**config.mk**
```make
export PLATFORM = sky130hd
export DESIGN_NAME = hazard_noop_ctrl_flat
export DESIGN_NICKNAME = d
export VERILOG_FILES = /design/src/rtl/hazard_noop_ctrl_if.sv /design/src/rtl/hazard_noop_ctrl.sv /design/src/flat_wrapper.sv
export SDC_FILE = /design/constraint.sdc
export NUM_CORES = 1
export LEC_CHECK = 0
export BUFFER_PORTS_ARGS = -buffer_cell sky130_fd_sc_hd__buf_2
export CAP_MARGIN = 25
export CORE_MARGIN = 4
export CORE_UTILIZATION = 51
export DETAILED_ROUTE_END_ITERATION = 12
export PLACE_DENSITY = 0.84
export SYNTH_ARGS = -nofsm -noshare
export SYNTH_HDL_FRONTEND = slang
export SYNTH_SLANG_ARGS = --single-unit
```
**constraint.sdc**
```tcl
create_clock -name clk_i -period 2.46 [get_ports clk_i]
set_input_delay 0.123 -clock clk_i [delete_from_list [all_inputs] [get_ports clk_i]]
set_output_delay 0.123 -clock clk_i [all_outputs]
set_load 0.1 [all_outputs]
```
**src/rtl/hazard_noop_ctrl_if.sv**
```systemverilog
// Bundle between the ID stage and the hazard controller. The pipeline side
// (master) drives the decode/ID-EX view. The controller (slave) returns the
// bubble, freeze and flush controls plus the performance counters.
interface hazard_noop_ctrl_if #(
   parameter int CNT_W = 16
);
   logic [6:0]       opcode_i;
   logic [4:0]       rs1_addr_i;
   logic [4:0]       rs2_addr_i;
   logic             idex_memread_i;
   logic [4:0]       idex_rd_i;
   logic             branch_taken_i;
   logic             no_op_o;
   logic             pc_write_o;
   logic             ifid_write_o;
   logic             flush_o;
   logic [CNT_W-1:0] stall_cnt_o;
   logic [CNT_W-1:0] flush_cnt_o;

   modport master (
      output opcode_i, rs1_addr_i, rs2_addr_i, idex_memread_i, idex_rd_i, branch_taken_i,
      input  no_op_o, pc_write_o, ifid_write_o, flush_o, stall_cnt_o, flush_cnt_o
   );

   modport slave (
      input  opcode_i, rs1_addr_i, rs2_addr_i, idex_memread_i, idex_rd_i, branch_taken_i,
      output no_op_o, pc_write_o, ifid_write_o, flush_o, stall_cnt_o, flush_cnt_o
   );
endinterface

```
**src/rtl/hazard_noop_ctrl.sv**
```systemverilog
// ID-stage hazard controller. It detects load-use hazards and taken branches.
// It inserts LOAD_LAT bubbles per hazard, freezes the PC and IF/ID, and flushes
// IF/ID on a taken branch. It also keeps saturating stall and flush counters.
//
// state | meaning
// ------+-----------------------------------------------------------------
// IDLE  | normal flow; a hazard bubbles this cycle, a taken branch flushes
// STALL | extra bubbles for slow loads; cnt counts the bubbles still owed
module hazard_noop_ctrl #(
   parameter int LOAD_LAT = 1,
   parameter int CNT_W    = 16
) (
   input logic               clk_i,
   input logic               rst_i,
   hazard_noop_ctrl_if.slave bus
);

   typedef enum logic {IDLE = 1'b0, STALL = 1'b1} state_t;

   // The first bubble comes from IDLE itself, so STALL covers the other LOAD_LAT-1 bubbles.
   localparam logic [3:0]       CNT_INIT = (LOAD_LAT > 1) ? 4'(LOAD_LAT - 2) : 4'd0;
   localparam logic [CNT_W-1:0] CNT_MAX  = '1;

   state_t           state, state_nxt;
   logic [3:0]       cnt, cnt_nxt;
   logic             uses_rs1, uses_rs2, hazard;
   logic             no_op, pc_write, ifid_write, flush;
   logic [CNT_W-1:0] stall_cnt, flush_cnt;

   // Decode which source registers the ID-stage instruction actually reads.
   always_comb begin
      uses_rs1 = 1'b0;
      uses_rs2 = 1'b0;
      case (bus.opcode_i)
         7'b0110011: begin uses_rs1 = 1'b1; uses_rs2 = 1'b1; end
         7'b0010011: uses_rs1 = 1'b1;
         7'b0000011: uses_rs1 = 1'b1;
         7'b0100011: begin uses_rs1 = 1'b1; uses_rs2 = 1'b1; end
         7'b1100011: begin uses_rs1 = 1'b1; uses_rs2 = 1'b1; end
         default:    ;
      endcase
   end

   assign hazard = bus.idex_memread_i && (bus.idex_rd_i != 5'd0) &&
                   ((uses_rs1 && (bus.idex_rd_i == bus.rs1_addr_i)) ||
                    (uses_rs2 && (bus.idex_rd_i == bus.rs2_addr_i)));

   // State register and stall down-counter.
   always_ff @(posedge clk_i) begin
      if (!rst_i) begin
         state <= IDLE;
         cnt   <= 4'd0;
      end else begin
         state <= state_nxt;
         cnt   <= cnt_nxt;
      end
   end

   // Next-state logic. STALL ignores the hazard input because the bubble already sits in EX.
   always_comb begin
      state_nxt = state;
      cnt_nxt   = cnt;
      case (state)
         IDLE: begin
            if (hazard && (LOAD_LAT > 1)) begin
               state_nxt = STALL;
               cnt_nxt   = CNT_INIT;
            end
         end
         STALL: begin
            if (cnt == 4'd0) state_nxt = IDLE;
            else             cnt_nxt   = cnt - 4'd1;
         end
         default: state_nxt = IDLE;
      endcase
   end

   // Output logic. The default is a full bubble; only a hazard-free IDLE cycle lets the pipe advance.
   // A stall beats a taken branch: the branch operands are not ready, so the branch re-resolves later.
   always_comb begin
      no_op      = 1'b1;
      pc_write   = 1'b0;
      ifid_write = 1'b0;
      flush      = 1'b0;
      if (rst_i && (state == IDLE) && !hazard) begin
         no_op      = 1'b0;
         pc_write   = 1'b1;
         ifid_write = 1'b1;
         flush      = bus.branch_taken_i;
      end
   end

   // Saturating performance counters. No counting is done while reset is held.
   always_ff @(posedge clk_i) begin
      if (!rst_i) begin
         stall_cnt <= '0;
         flush_cnt <= '0;
      end else begin
         if (no_op && (stall_cnt != CNT_MAX)) stall_cnt <= stall_cnt + 1'b1;
         if (flush && (flush_cnt != CNT_MAX)) flush_cnt <= flush_cnt + 1'b1;
      end
   end

   assign bus.no_op_o      = no_op;
   assign bus.pc_write_o   = pc_write;
   assign bus.ifid_write_o = ifid_write;
   assign bus.flush_o      = flush;
   assign bus.stall_cnt_o  = stall_cnt;
   assign bus.flush_cnt_o  = flush_cnt;

endmodule

```
**src/flat_wrapper.sv**
```systemverilog
// flat-port wrapper written by rule: the top's interface ports become plain ports
module hazard_noop_ctrl_flat 
#(
   parameter int LOAD_LAT = 1,
   parameter int CNT_W    = 16
)
  (clk_i, rst_i, bus_opcode_i, bus_rs1_addr_i, bus_rs2_addr_i, bus_idex_memread_i, bus_idex_rd_i, bus_branch_taken_i, bus_no_op_o, bus_pc_write_o, bus_ifid_write_o, bus_flush_o, bus_stall_cnt_o, bus_flush_cnt_o);
  hazard_noop_ctrl_if #(.CNT_W(CNT_W)) bus_i ();
  input logic clk_i;
  input logic rst_i;
  input wire logic [$bits(bus_i.opcode_i)-1:0] bus_opcode_i;
  input wire logic [$bits(bus_i.rs1_addr_i)-1:0] bus_rs1_addr_i;
  input wire logic [$bits(bus_i.rs2_addr_i)-1:0] bus_rs2_addr_i;
  input wire logic [$bits(bus_i.idex_memread_i)-1:0] bus_idex_memread_i;
  input wire logic [$bits(bus_i.idex_rd_i)-1:0] bus_idex_rd_i;
  input wire logic [$bits(bus_i.branch_taken_i)-1:0] bus_branch_taken_i;
  output wire logic [$bits(bus_i.no_op_o)-1:0] bus_no_op_o;
  output wire logic [$bits(bus_i.pc_write_o)-1:0] bus_pc_write_o;
  output wire logic [$bits(bus_i.ifid_write_o)-1:0] bus_ifid_write_o;
  output wire logic [$bits(bus_i.flush_o)-1:0] bus_flush_o;
  output wire logic [$bits(bus_i.stall_cnt_o)-1:0] bus_stall_cnt_o;
  output wire logic [$bits(bus_i.flush_cnt_o)-1:0] bus_flush_cnt_o;
  assign bus_i.opcode_i = bus_opcode_i;
  assign bus_i.rs1_addr_i = bus_rs1_addr_i;
  assign bus_i.rs2_addr_i = bus_rs2_addr_i;
  assign bus_i.idex_memread_i = bus_idex_memread_i;
  assign bus_i.idex_rd_i = bus_idex_rd_i;
  assign bus_i.branch_taken_i = bus_branch_taken_i;
  assign bus_no_op_o = bus_i.no_op_o;
  assign bus_pc_write_o = bus_i.pc_write_o;
  assign bus_ifid_write_o = bus_i.ifid_write_o;
  assign bus_flush_o = bus_i.flush_o;
  assign bus_stall_cnt_o = bus_i.stall_cnt_o;
  assign bus_flush_cnt_o = bus_i.flush_cnt_o;
  hazard_noop_ctrl #(.LOAD_LAT(LOAD_LAT), .CNT_W(CNT_W)) u_core (.clk_i(clk_i), .rst_i(rst_i), .bus(bus_i));
endmodule
```
Word level (Yosys, flattened, before mapping) --
Cells that the tools add are included.
Cells by class: add/subtract/negate cells 3, equal/unequal tests 9, multiplexer cells 6, bitwise gates (word level) 2, reductions and logical operators 16
Operators by type and width (count):
- adder 16 x 1 -> 16 bit (second input constant) | 2
- != test 16 bit (second input constant) | 2
- == test 7 x 6 -> 1 bit (second input constant) | 2
- == test 5 bit | 2
- logical AND 1 bit | 8
- == test 7 x 2 -> 1 bit (second input constant) | 1
- == test 7 x 5 -> 1 bit (second input constant) | 1
- == test 7 bit (second input constant) | 1
- 2-to-1 mux 1 bit | 6
- nonzero test 5 bit | 1
- OR reduction 5 bit | 1
- logical NOT 4 bit | 1
- AND reduction 2 bit | 2
- subtractor 4 x 1 -> 4 bit (second input constant) | 1
- OR reduction 3 bit | 1
- inverter 1 bit | 2
- logical NOT 1 bit | 1
- logical OR 1 bit | 1
Storage, ports and cells: flip-flop bits (word level) 37, output and inout port bits 36

Longest topological paths before layout --
depth after elaboration 10, depth in mapped cells 8

Least setup slack after synthesis --
No wires, ideal clock.
path type input to output, from input port bus_opcode_i[4], to output port bus_flush_o, arrival time 3.332 ns, required time 2.337 ns, path slack -0.995 ns, stages on the path 6, buffers on the path 0, path through nand2b_1 > a2111oi_2 > a22oi_1 > o21ai_2 > inv_1 > and2_1
On the way: cells in the longest elaborated chain, start to end 9, elaborated cells on any way between the ends 16, those cells by class eq/ne (5); mux (3); reduce/logical (8)
RTL lines:
- start, declared | RTL line flat_wrapper.sv:11 | input wire logic [$bits(bus_i.opcode_i)-1:0] bus_opcode_i;
- == test 7 x 5 -> 1 bit, or another cell as far along | RTL line hazard_noop_ctrl.sv:34 | case (bus.opcode_i)
- OR reduction 5 bit (no line) / OR reduction 3 bit (equally long branches)
- 2-to-1 mux 1 bit | RTL line hazard_noop_ctrl.sv:34
- logical AND 1 bit, on equally long branches | RTL line hazard_noop_ctrl.sv:45, hazard_noop_ctrl.sv:46
- logical OR 1 bit * | RTL line hazard_noop_ctrl.sv:45 | ((uses_rs1 && (bus.idex_rd_i == bus.rs1_addr_i)) ||
- logical AND 1 bit * | RTL line hazard_noop_ctrl.sv:44 | assign hazard = bus.idex_memread_i && (bus.idex_rd_i != 5'd0) &&
- logical NOT 1 bit * | RTL line hazard_noop_ctrl.sv:85 | if (rst_i && (state == IDLE) && !hazard) begin
- logical AND 1 bit * | RTL line hazard_noop_ctrl.sv:85
- 2-to-1 mux 1 bit * | RTL line hazard_noop_ctrl.sv:85
- end, declared | RTL line flat_wrapper.sv:20 | output wire logic [$bits(bus_i.flush_o)-1:0] bus_flush_o;
Mark *: on every way between the ends. The rest lies on a longest branch, timed or not.

Worst setup path in the final report --
from register u_core.stall_cnt[0] (netlist: u_core.bus.stall_cnt_o[0]), to register u_core.stall_cnt[14] (netlist: u_core.bus.stall_cnt_o[14])
On the way: cells in the longest elaborated chain, start to end 2, elaborated cells on any way between the ends 3, those cells by class add/sub (1); eq/ne (1); reduce/logical (1)
RTL lines:
- start, declared | RTL line hazard_noop_ctrl.sv:28 | logic [CNT_W-1:0] stall_cnt, flush_cnt;
- start signal, assigned | RTL line hazard_noop_ctrl.sv:99 | if (no_op && (stall_cnt != CNT_MAX)) stall_cnt <= stall_cnt + 1'b1;
- branches (longest 2 deep; another with adder 16 x 1 -> 16 bit)
Several ways; the timed one is not identified. A chain may end at the register's enable or synchronous reset.

==> out/qor.csv <==
metric,value,unit
antenna_cells,0,
finalMaxSlewViolations,0,
finalCritPeriodShare,84.5,%
port_buffers,61,
avgRoutedWirePerCell,14.2,um
yosys-top-cells-area,"dfxtp_1 37%, xor2_1 4.8%, mux2i_1 4.5%, nand3_1 4.5%, nand2_1 4.3%",
synth_xor_area_share,8.30,%
cts_tree,yes,
maxSlewHeadroom,61.4,%
grt_setup_unrepaired,false,
synth_area_per_cell,8.57,sq um
p_total,0.00131,W
tns,0,ns
drc,0,
viasPerCell,5.65,
drtIter0Drc,88,
die_x,70.7,um
synth-simple-area-share,28.6,%
cts.reportedPaths.clkPinSlew,0.08,ns
area_delta_synth_final,27.4,%
synthMuxAreaShare,4.49,%
dp_hpwl,3.71,mm
fin_ws,0.381,ns
hold_depth,2,
rows,22,
clk_path_buf_depth,2,
seq_area_frac_synth,36.9,%
grt.overflow.total,0,
drtAntennaViolNets,0,
final_cell_mix,"60 x buf_2, 23 x nand2_1, 21 x dfxtp_1",
synth_compound_area_share,16.3,%
period_needed,2.08,ns
layout_commonest_cell,buf_2,
synthAdderAreaFrac,1.87,%
required,2.68,ns
grtUsageTotal,20.2,%
vias,1966,
hold_viol_final,0,
fmax,481,MHz
synth_cell_types,44,
fp.coreArea,3740,sq um
synth_nets,263,
synth_top_family_by_area,simple AND/OR/NAND/NOR gates,
critPathCaptureType,flop,
clock_latency,0.29,ns
nets,328,
antenna_found_initial,0,
numCtsBuffers,5,
worstSetupPathType,reg2reg,
ys_ff_latch,37,
gp_congestion,0.767,
die_height,70.7,um
synth_cells,234,
io_pins,62,
routed_wl,4.93,mm
cts_root_buf,clkbuf_8,
hold_buffers,0,
cap_violations,0,
grt_start_max_net_pins,26,
drt_first_pass_iters,4,
final_cells,348,
critPathArrivalTime,2.30,ns
ir_drop,0.335,mV
grt_pass1_wl,8.31,mm
dpl_worst_slack,0.385,ns
start_kind,flop,
finClkSkew,0.00645,ns
numClockSinks,37,
final_core_util,68.2,%
syn_area,2010,sq um
p_per_area,514,nW/um^2
place_inst,340,
die-area,5000,sq um
drive_above_1_share,34.3,%
h-tree-depth,2,
p_leak,1.08,nW
setup_viol,0,
post_cts_buffers,0,
r2r_cells,8,
hp-class,in2reg,
worstMarginPinSlew,0.578,ns
yosysTopAreaCell,dfxtp_1,
status,finished clean,
start_util,53.6,%
synth_top_area_share,36.9,%
ys_warn_count,0,
cts_resized,0,
grt_pass1_vias,1937,
cp_max_fo,8,
flip-flops by register name, summed over array words and instances, names as in the netlist:
register and cells:
u_core.bus.flush_cnt_o 16, u_core.bus.stall_cnt_o 16, u_core.cnt 4, u_core.state 1
report_power, final:
part,internal (W),switching (W),total [W]
Clock,0.000262,0.000233,0.000495
Combinational,0.0000566,0.000146,0.000203
Sequential,0.000605,0.00000963,0.000615
per-stage QoR:
stage                     hold slack (ns)  cell area, sq um
after floorplan                     0.403              2070
after CTS                           0.128              2550
after global placement              0.415              2440
after global routing                0.132              2550
after detailed placement            0.419              2440
final                               0.141              2550
routing by layer:
metal	up-vias	wire length [um]	track usage [%]
met5	-	0	0
met4	0	71	6.89
met3	9	288	5.11
met2	63	2470	36.1
met1	918	2100	23.4
li1	976	-	-
logic make-up (layout without fill, tap and decap cells):
| family | count (synthesis) | in the layout |
|---|---|---|
| AND/OR/NAND/NOR | 107 | 107 |
| buffers and inverters | 16 | 82 |
| AO/OA/AOI/OAI | 43 | 43 |
| multiplexers | 9 | 9 |
| XOR/XNOR | 19 | 19 |
| adder cells (fa/ha/maj) | 3 | 3 |
| flip-flops | 37 | 37 |
final cells by class:
cell class / instances / area (sq um)
multi-input combinational: 181 / 1230
inverter: 8 / 33.8
tap: 48 / 60.1
clock buffer: 6 / 93.8
clock inverter: 2 / 16.3
timing repair buffer: 66 / 358
fill: 311 / 1190
sequential: 37 / 766
synth_stat cells (all sizes together):
master,n
nand4,6
o2111ai,1
nor3,5
o21ai,10
o31ai,6
and4,1
xnor2,8
ha,3
a2111oi,1
nor3b,3
nand3,18
a41o,1
a22oi,1
xor2,11
o311ai,1
or3,8
o41ai,1
inv,8
a221oi,1
and3,5
nor4,1
o211ai,6
o311a,1
a21oi,9
nand2,23
o41a,1
and2,3
o2bb2ai,1
nor2,16
or4,5
dfxtp,37
mux2i,9
nand2b,12
clkbuf,5
and4bb,1
buf,3
a21boi,1
a211oi,1
worst max-delay path, cell delays in order (launching register included):
cell and delay (ns):
dfxtp_4 0.38, ha_1 0.19, nand2_1 0.08, or4_1 0.55, o2bb2ai_1 0.17, buf_4 0.17, nor2_2 0.09, nand4_1 0.18
mux2i_1 0.20
worst paths after layout:
kind                             start                         end  slack (ns)
max          u_core.bus.stall_cnt_o[0]  u_core.bus.stall_cnt_o[14]        0.38
min                              rst_i                u_core.state        0.14
max reg2reg  u_core.bus.stall_cnt_o[0]  u_core.bus.stall_cnt_o[14]        0.38
min reg2reg  u_core.bus.flush_cnt_o[4]   u_core.bus.flush_cnt_o[4]        0.46
No activity file was read; power rests on OpenSTA's default activity.
